===== src/rtl/seq_datapath.sv =====
// seq_datapath: bus datapath with an internal T-state sequencer.
// One register-register operation per accepted start: ALU ops, LDI, MFHI,
// MFLO and, when SEQ_DATAPATH_MUL_EN is defined, an iterative unsigned MUL.
// All register traffic goes over a single internal bus.
//
// Ports:
//   clock          rising-edge clock
//   clear          synchronous active-high reset
//   start          operation request, sampled only in IDLE
//   op             opcode (0 ADD,1 SUB,2 AND,3 OR,4 SHL,5 SHR,6 MUL,7 LDI,8 MFHI,9 MFLO)
//   ra, rb, rc     destination, source 1, source 2 register selects
//   imm            immediate for LDI
//   busy           high in every state except IDLE
//   done           one-cycle completion pulse
//   err            valid with done; illegal op, nothing written
//   rd_sel/rd_data combinational debug read port (R0 reads 0)
//   hi_out/lo_out  HI and LO register contents
//   bus_out        internal bus value (0 when undriven)
//
// Build option: SEQ_DATAPATH_MUL_EN compiles in the shift-add multiplier;
// without it MUL is reported as an illegal op.
module seq_datapath #(
  parameter int DATA_W = 32,
  parameter int NREGS  = 16,
  localparam int RSEL_W = $clog2(NREGS)
) (
  input  logic              clock,
  input  logic              clear,
  input  logic              start,
  input  logic [3:0]        op,
  input  logic [RSEL_W-1:0] ra,
  input  logic [RSEL_W-1:0] rb,
  input  logic [RSEL_W-1:0] rc,
  input  logic [DATA_W-1:0] imm,
  output logic              busy,
  output logic              done,
  output logic              err,
  input  logic [RSEL_W-1:0] rd_sel,
  output logic [DATA_W-1:0] rd_data,
  output logic [DATA_W-1:0] hi_out,
  output logic [DATA_W-1:0] lo_out,
  output logic [DATA_W-1:0] bus_out
);

  localparam int RSEL_SH = $clog2(DATA_W);

  typedef enum logic [2:0] {IDLE, T1, T2, T3, MULT, DONE} stateT;

  typedef enum logic [3:0] {
    OP_ADD  = 4'd0,
    OP_SUB  = 4'd1,
    OP_AND  = 4'd2,
    OP_OR   = 4'd3,
    OP_SHL  = 4'd4,
    OP_SHR  = 4'd5,
    OP_MUL  = 4'd6,
    OP_LDI  = 4'd7,
    OP_MFHI = 4'd8,
    OP_MFLO = 4'd9
  } opT;

  stateT state, nextState;

  // Operand fields captured on the accepting edge.
  logic [3:0]        opQ;
  logic [RSEL_W-1:0] raQ, rbQ, rcQ;
  logic [DATA_W-1:0] immQ;
  logic              errQ;

  logic [DATA_W-1:0] regs [NREGS];
  logic [DATA_W-1:0] y, z, hi, lo;
  logic [DATA_W-1:0] bus, aluOut;
  logic [DATA_W-1:0] rbVal, rcVal;

  logic loadY, loadZ, loadRa;
  logic accept, opLegal;

  assign rbVal   = (rbQ == '0) ? '0 : regs[rbQ];
  assign rcVal   = (rcQ == '0) ? '0 : regs[rcQ];
  assign rd_data = (rd_sel == '0) ? '0 : regs[rd_sel];

  assign busy    = (state != IDLE);
  assign done    = (state == DONE);
  assign err     = (state == DONE) && errQ;
  assign hi_out  = hi;
  assign lo_out  = lo;
  assign bus_out = bus;

  assign accept = (state == IDLE) && start;

`ifdef SEQ_DATAPATH_MUL_EN
  assign opLegal = (op <= OP_MFLO);
`else
  assign opLegal = (op <= OP_MFLO) && (op != OP_MUL);
`endif

`ifdef SEQ_DATAPATH_MUL_EN
  localparam int CNT_W = (RSEL_SH < 1) ? 1 : RSEL_SH;

  logic [DATA_W-1:0] accHi, mplr;
  logic [CNT_W-1:0]  cnt;
  logic [DATA_W:0]   mulSum;
  logic [DATA_W-1:0] mulHiNext, mulLoNext;
  logic              mulInit, mulStep, mulLast;

  // Right-shifting shift-add: {accHi, mplr} holds the partial product with
  // the unconsumed multiplier bits in the low half.
  always_comb begin
    mulSum    = {1'b0, accHi} + {1'b0, (mplr[0] ? y : '0)};
    mulHiNext = mulSum[DATA_W:1];
    mulLoNext = {mulSum[0], mplr[DATA_W-1:1]};
    mulLast   = (cnt == CNT_W'(DATA_W - 1));
  end

  always_ff @(posedge clock) begin
    if (clear) begin
      accHi <= '0;
      mplr  <= '0;
      cnt   <= '0;
    end else if (mulInit) begin
      accHi <= '0;
      mplr  <= bus;
      cnt   <= '0;
    end else if (mulStep) begin
      accHi <= mulHiNext;
      mplr  <= mulLoNext;
      cnt   <= cnt + 1'b1;
    end
  end
`endif

  always_comb begin
    aluOut = '0;
    case (opQ)
      OP_ADD:  aluOut = y + bus;
      OP_SUB:  aluOut = y - bus;
      OP_AND:  aluOut = y & bus;
      OP_OR:   aluOut = y | bus;
      OP_SHL:  aluOut = y << bus[RSEL_SH-1:0];
      OP_SHR:  aluOut = y >> bus[RSEL_SH-1:0];
      default: aluOut = '0;
    endcase
  end

  always_comb begin
    nextState = state;
    bus       = '0;
    loadY     = 1'b0;
    loadZ     = 1'b0;
    loadRa    = 1'b0;
`ifdef SEQ_DATAPATH_MUL_EN
    mulInit   = 1'b0;
    mulStep   = 1'b0;
`endif
    case (state)
      IDLE: begin
        if (start) nextState = opLegal ? T1 : DONE;
      end
      T1: begin
        case (opQ)
          OP_LDI: begin
            bus       = immQ;
            loadRa    = 1'b1;
            nextState = DONE;
          end
          OP_MFHI: begin
            bus       = hi;
            loadRa    = 1'b1;
            nextState = DONE;
          end
          OP_MFLO: begin
            bus       = lo;
            loadRa    = 1'b1;
            nextState = DONE;
          end
          default: begin
            bus       = rbVal;
            loadY     = 1'b1;
            nextState = T2;
          end
        endcase
      end
      T2: begin
        bus = rcVal;
`ifdef SEQ_DATAPATH_MUL_EN
        if (opQ == OP_MUL) begin
          mulInit   = 1'b1;
          nextState = MULT;
        end else begin
          loadZ     = 1'b1;
          nextState = T3;
        end
`else
        loadZ     = 1'b1;
        nextState = T3;
`endif
      end
      T3: begin
        bus       = z;
        loadRa    = 1'b1;
        nextState = DONE;
      end
      MULT: begin
`ifdef SEQ_DATAPATH_MUL_EN
        mulStep = 1'b1;
        if (mulLast) nextState = DONE;
`else
        nextState = IDLE;
`endif
      end
      DONE: nextState = IDLE;
      default: nextState = IDLE;
    endcase
  end

  always_ff @(posedge clock) begin
    if (clear) state <= IDLE;
    else       state <= nextState;
  end

  always_ff @(posedge clock) begin
    if (clear) begin
      opQ  <= '0;
      raQ  <= '0;
      rbQ  <= '0;
      rcQ  <= '0;
      immQ <= '0;
      errQ <= 1'b0;
    end else if (accept) begin
      opQ  <= op;
      raQ  <= ra;
      rbQ  <= rb;
      rcQ  <= rc;
      immQ <= imm;
      errQ <= ~opLegal;
    end
  end

  always_ff @(posedge clock) begin
    if (clear) begin
      y <= '0;
      z <= '0;
    end else begin
      if (loadY) y <= bus;
      if (loadZ) z <= aluOut;
    end
  end

  // R0 is never written, so it stays at its reset value of zero.
  always_ff @(posedge clock) begin
    if (clear) begin
      for (int unsigned i = 0; i < NREGS; i++) regs[i] <= '0;
    end else if (loadRa && (raQ != '0)) begin
      regs[raQ] <= bus;
    end
  end

  always_ff @(posedge clock) begin
    if (clear) begin
      hi <= '0;
      lo <= '0;
`ifdef SEQ_DATAPATH_MUL_EN
    end else if (mulStep && mulLast) begin
      hi <= mulHiNext;
      lo <= mulLoNext;
`endif
    end
  end

endmodule


===== config.mk =====
export PLATFORM = sky130hd
export DESIGN_NAME = seq_datapath
export DESIGN_NICKNAME = d
export VERILOG_FILES = /design/src/rtl/seq_datapath.sv
export SDC_FILE = /design/constraint.sdc
export NUM_CORES = 2
export LEC_CHECK = 0
export ABC_CLOCK_PERIOD_IN_PS = 8000
export CORE_ASPECT_RATIO = 0.7
export CORE_MARGIN = 4
export CORE_UTILIZATION = 35
export DETAILED_ROUTE_END_ITERATION = 10
export PLACE_DENSITY_LB_ADDON = 0.15
export SETUP_SLACK_MARGIN = 0.05
export SLEW_MARGIN = 20
export SYNTH_ARGS = -nofsm -noshare
export SYNTH_HDL_FRONTEND = slang
export SYNTH_SLANG_ARGS = --single-unit
export TNS_END_PERCENT = 1

===== constraint.sdc =====
create_clock -name clock -period 8 [get_ports clock]
set_input_delay 1.6 -clock clock [delete_from_list [all_inputs] [get_ports clock]]
set_output_delay 1.6 -clock clock [all_outputs]
set_load 0.02 [all_outputs]

**Word level (Yosys, flattened, before mapping)**

Memories as Yosys holds them, arrays and structs flattened. A register that Yosys moved wholly into a read port is not among the register bits.
Index checks and enable logic that the tools add are counted.
Widths: inputs -> output; s select.

- Reductions and logical operators: 14
- Mux-type cells: 27
- Equal/unequal tests: 14
- Shift-type cells: 2
- Magnitude comparators: 1
- Bitwise logic cells: 3
- Add/subtract/negate cells: 2

Operator list:

| cell | count |
|---|---|
| $pmux 32 s6 | 1 |
| $mux 32 | 4 |
| $pmux 32 s3 | 1 |
| $pmux 32 s2 | 1 |
| $add 32x32->32 | 1 |
| $and 32x32->32 | 1 |
| $or 32x32->32 | 1 |
| $reduce_or 32->1 | 1 |
| $shl 32x5->32 | 1 |
| $shr 32x5->32 | 1 |
| $sub 32x32->32 | 1 |
| $mux 4 | 5 |
| $logic_not 4->1 | 4 |
| $eq 4x3->1 const B | 3 |
| $pmux 3 s4 | 1 |
| $mux 1 | 10 |
| $mux 3 | 3 |
| $eq 4x2->1 const B | 2 |
| $eq 4x4->1 const B | 2 |
| $eq 3x2->1 const B | 2 |
| $eq 4x1->1 const B | 1 |
| $le 4x4->1 const B | 1 |
| $logic_and 1x1->1 | 4 |
| $ne 4x3->1 const B | 1 |
| other kinds (10) | 10 |

- Output and inout bits: 131
- Input bits: 55
- Memories kept: 1
- Register bits after elaboration: 116
- Memory bits (writable): 512
- Logic and storage cells: 73

Memory list:

| memory | depth | bits a word | rd ports | clocked after memory_dff | wr ports | RTL line | RTL |
|---|---|---|---|---|---|---|---|
| regs | 16 | 32 | 3 | 2 | 16 | 70 | `logic [DATA_W-1:0] regs [NREGS];` |

**Longest topological paths before layout**

- Word-level depth: 10
- Mapped depth: 32
- Mapped depth without buffers: 23

**Worst setup path after synthesis**

Ideal clock, no wire load.

- Kind: register to register
- Start point: register with a tool-made name
- End point: register z[30]
- Path slack: 1.211 ns
- Required time: 7.866 ns
- Buffers on the path: 8
- Arrival time: 6.656 ns
- Clock period less this slack: 6.789 ns
- Cell stages (with the launch flop): 28
- Library setup time: 0.134 ns
- Cell sequence: dfxtp_1 > buf_2 > buf_2 > buf_1 > mux4_2 > a22oi_1 > a211oi_1 > nor4_4 > buf_2 > buf_2 > buf_2 > buf_2 > buf_1 > ha_1 > nor2_1 > xnor2_1 > ha_1 > a21oi_1 > nor2b_1 > a311o_1 > o31ai_1 > o21ai_0 > a31oi_1 > o211ai_1 > a311o_1 > xor2_1 > a221oi_1 > a211oi_1

RTL lines:

| what | RTL line | RTL |
|---|---|---|
| end signal, assigned | 245 | `if (loadZ) z <= aluOut;` |
| end, declared | 71 | `logic [DATA_W-1:0] y, z, hi, lo;` |

==> summary.md <==
| Metric | Value |
|---|---|
| Final Non-Filler Cells | 5344 |
| Fin. max-slew vios | 0 |
| Top cells by count, synth | nor2_1, edfxtp_1, mux4_2 |
| CP most frequent cell | nand2_1 |
| Max stage delay on crit path | 0.90 ns |
| DRT iter0 DRCs | 5861 |
| Gpl congestion | 1.05 |
| Layout area overhead | 12.7% |
| Hold_buf cts | 0 |
| Mapped cell area | 0.0422 mm^2 |
| Final setup viols | 0 |
| DRT Wirelength | 191 mm |
| Post-synthesis sequential area ratio | a little over two fifths |
| Bufs on Longest Clock Path | 3 |
| IR drop worst, VDD | roughly 200 uV |
| DR vias/cell | 6.42 |
| Post-CTS Setup Bufs | 0 |
| Slew HR | about 7% |
| Sequence of cells on the critical path | buf_4 -> mux4_2 -> mux4_2 -> nand2_1 -> o2111a_1 -> buf_4 -> inv_2 -> nor4_2 -> nand2_1 -> nand2_1 -> xnor2_1 -> ha_1 -> a21oi_1 -> nor2b_1 -> a2111oi_0 -> nor2_1 -> a21oi_1 -> o21ai_0 -> xnor2_1 -> a211oi_1 -> a211oi_1 |
| Busiest grt layer | met1 |
| # nets final | 3758 |
| Critical path's slowest cell | buf_4 |
| Port Buf Inserts | between 100 and 150 |
| Clock Latency Late Sink | 0.67 ns |
| Crit Path Category | flip-flop to flip-flop |
| Synth async-reset ratio | 0% |
| M1 GR Usage | 43.7% |
| Number of global-route vias before repair | between 30000 and 40000 |
| Actual slew at the worst max-slew pin | about 1.4 ns |
| Total die area | 0.126 mm^2 |
| WL per Instance | between 30 and 40 um |
| Inst Count DP | between 5000 and 6000 |
| Num rows | 106 |
| Root Driver | clkbuf_16 |
| Worst hold path class | flip-flop to flip-flop |
| Req. time, crit path | approximately 8.5 ns |
| Clock transition at path regs | 0.07 ns |
| Gr usage total | 29.4% |
| Fillers | 11400 |
| Critical path launch point type | flip-flop |
| # clock sinks | 636 |
| Placed Area | 0.0452 mm^2 |
| Final HPWL DP | 129 mm |
| Count leader, synth | nor2_1 |
| DRT antenna net count | 0 |
| Via count | 34300 |
| Mean area per synthesized cell | 11.6 um^2 |
| P per Cell Area | 240 mW/mm^2 |
| Final min period | 7.23 ns |
| Cell count after synthesis | approximately 3600 |
| First-pass GRT wire length | 264 mm |
| Crit-path max FO | 46 |
| Largest net degree at the start of global routing | 73 |
| Post-route design area | 0.0475 mm^2 |
| RSZ-0062 raised after global routing | no |
| Hold WS | 0.457 ns |
| Final Power | between 10 and 15 mW |
| Io pins | 186 |
| Worst reg2reg setup slack | 0.77 ns |
| Top cell type by total area after synthesis | edfxtp_1 |
| Synth top area cells | edfxtp_1, mux4_2, dfxtp_1 |
| Core area | ~0.12 mm^2 |
| Max Cap Viol | 0 |
| Synthesized flop and latch total | 636 |
| Leak Pwr | 16.2 nW |
| Top FF cell, synth | edfxtp_1 |
| Ys Warns | 0 |
| Post-synth top area share | between 30 and 40% |
| Grt met3 use | 9.53% |
| Number of flops mapped to enable cells by yosys | 512 |
| Final Hold Fails | 0 |
| Crit path DAT | about 7.8 ns |
| Fmax | roughly 140 MHz |
| Total CTS buffers | 71 |
| Met2 Usage GRT | 40.8% |
| Status | completed |
| Setup crit end kind | flip-flop |
| Initial antenna violation count | 8 |
| Post-cts sizing count | 0 |
| Htree depth | 3 |
| Final worst path period share | 90.4% |
| Die height | 298 um |
| CTS tree | built |
| Die W | 423 um |
| Max Clock Skew | 0.0273 ns |
| Starting Density | 35.3% |
| Total grt overflow | 0 |
| First-pass DRT Iterations | 6 |
| Setup tns final | 0 ns |
| Layout cell share with drive strength beyond 1 | between 20 and 25% |
| # DRC | 0 |
| Yosys cell types | 95 |
[path summary, 6_finish.rpt]
kind | startpoint | end | cells past startpoint
max | flip-flop | z[29] | 21
max reg2reg | flip-flop | z[29] | 21
min reg2reg | immQ[12] | immQ[12] | 2
min | immQ[12] | immQ[12] | 2
[layer usage]
metal	wire, um	vias up
met4	6090	6
met2	78100	2539
met3	25700	357
met1	80900	17700
li1	-	13700
met5	38	-
[critical path: cells and delay by family, from the launching register on]
family          cells  cell delay (ns)
fa+ha+maj           1             0.38
flops               1             0.87
simple gates        6             1.45
compound gates      7             1.59
buf+inv             3             1.39
xor+xnor            2             0.24
mux                 2             1.09
[area by class of cell]
type	count	area, um^2	area share, %
antenna	2	5.00	0.0105
multi-input combinational	2614	22500	47.4
sequential	636	17900	37.6
clock inverter	42	448	0.943
timing repair buffer	292	2560	5.38
clock buffer	86	1870	3.93
inverter	52	195	0.411
tap	1620	2030	4.27
[registers in the layout (all words and copies together) (netlist names), named ones only]
signal  cells
regs      512
immQ       32
y          32
z          32
opQ         4
raQ         4
rbQ         4
rcQ         4
state       3
errQ        1
[metrics by stage]
stage	util (%)	worst slack, ns
final	39.8	0.765
after global routing	39.8	0.364
after detailed placement	37.8	0.931
after CTS	39.8	0.739
after floorplan	-	1.21
after global placement	37.8	0.943
[cell families (layout without fill, tap and decap cells)]
logic type                 Yosys count  in the layout  synth area share (%)
and+or+nand+nor                   1171           1171                  12.1
muxes                              658            658                  28.1
DFF                                636            636                  42.3
AOI/OAI and AO/OA                  568            568                  8.93
buffers and inverters              468            472                  5.59
adders and majority gates           64             64                  1.75
xor gates and xnor gates            57             57                  1.18
other                                1             98               0.00889
[cells in the final DEF, fill, tap and decap left out, types with 11 or more instances in the layout]
master / instances
a211oi_1: 22
a21oi_1: 189
a221oi_1: 22
a22o_1: 19
a22oi_1: 51
a31oi_1: 23
and2_1: 14
and3_1: 20
buf_4: 167
clkbuf_1: 12
clkbuf_16: 72
clkdlybuf4s50_1: 116
clkinv_1: 11
clkinv_2: 14
conb_1: 96
dfxtp_1: 116
edfxtp_1: 512
ha_1: 35
inv_1: 41
maj3_1: 28
mux2_2: 28
mux2i_1: 215
mux4_2: 406
nand2_1: 281
nand2_2: 12
nand2b_2: 15
nand3_1: 42
nor2_1: 620
nor2b_1: 51
nor3_1: 25
o211ai_1: 20
o21ai_0: 79
o21ai_1: 14
o22ai_1: 19
xnor2_1: 46
xor2_1: 11
[power breakdown]
group	total [mW]	internal, mW	switching (mW)
combinational	4.04	1.55	2.49
sequential	3.96	3.73	0.235
clock	3.41	1.91	1.50
No activity file was read; power rests on OpenSTA's default activity.
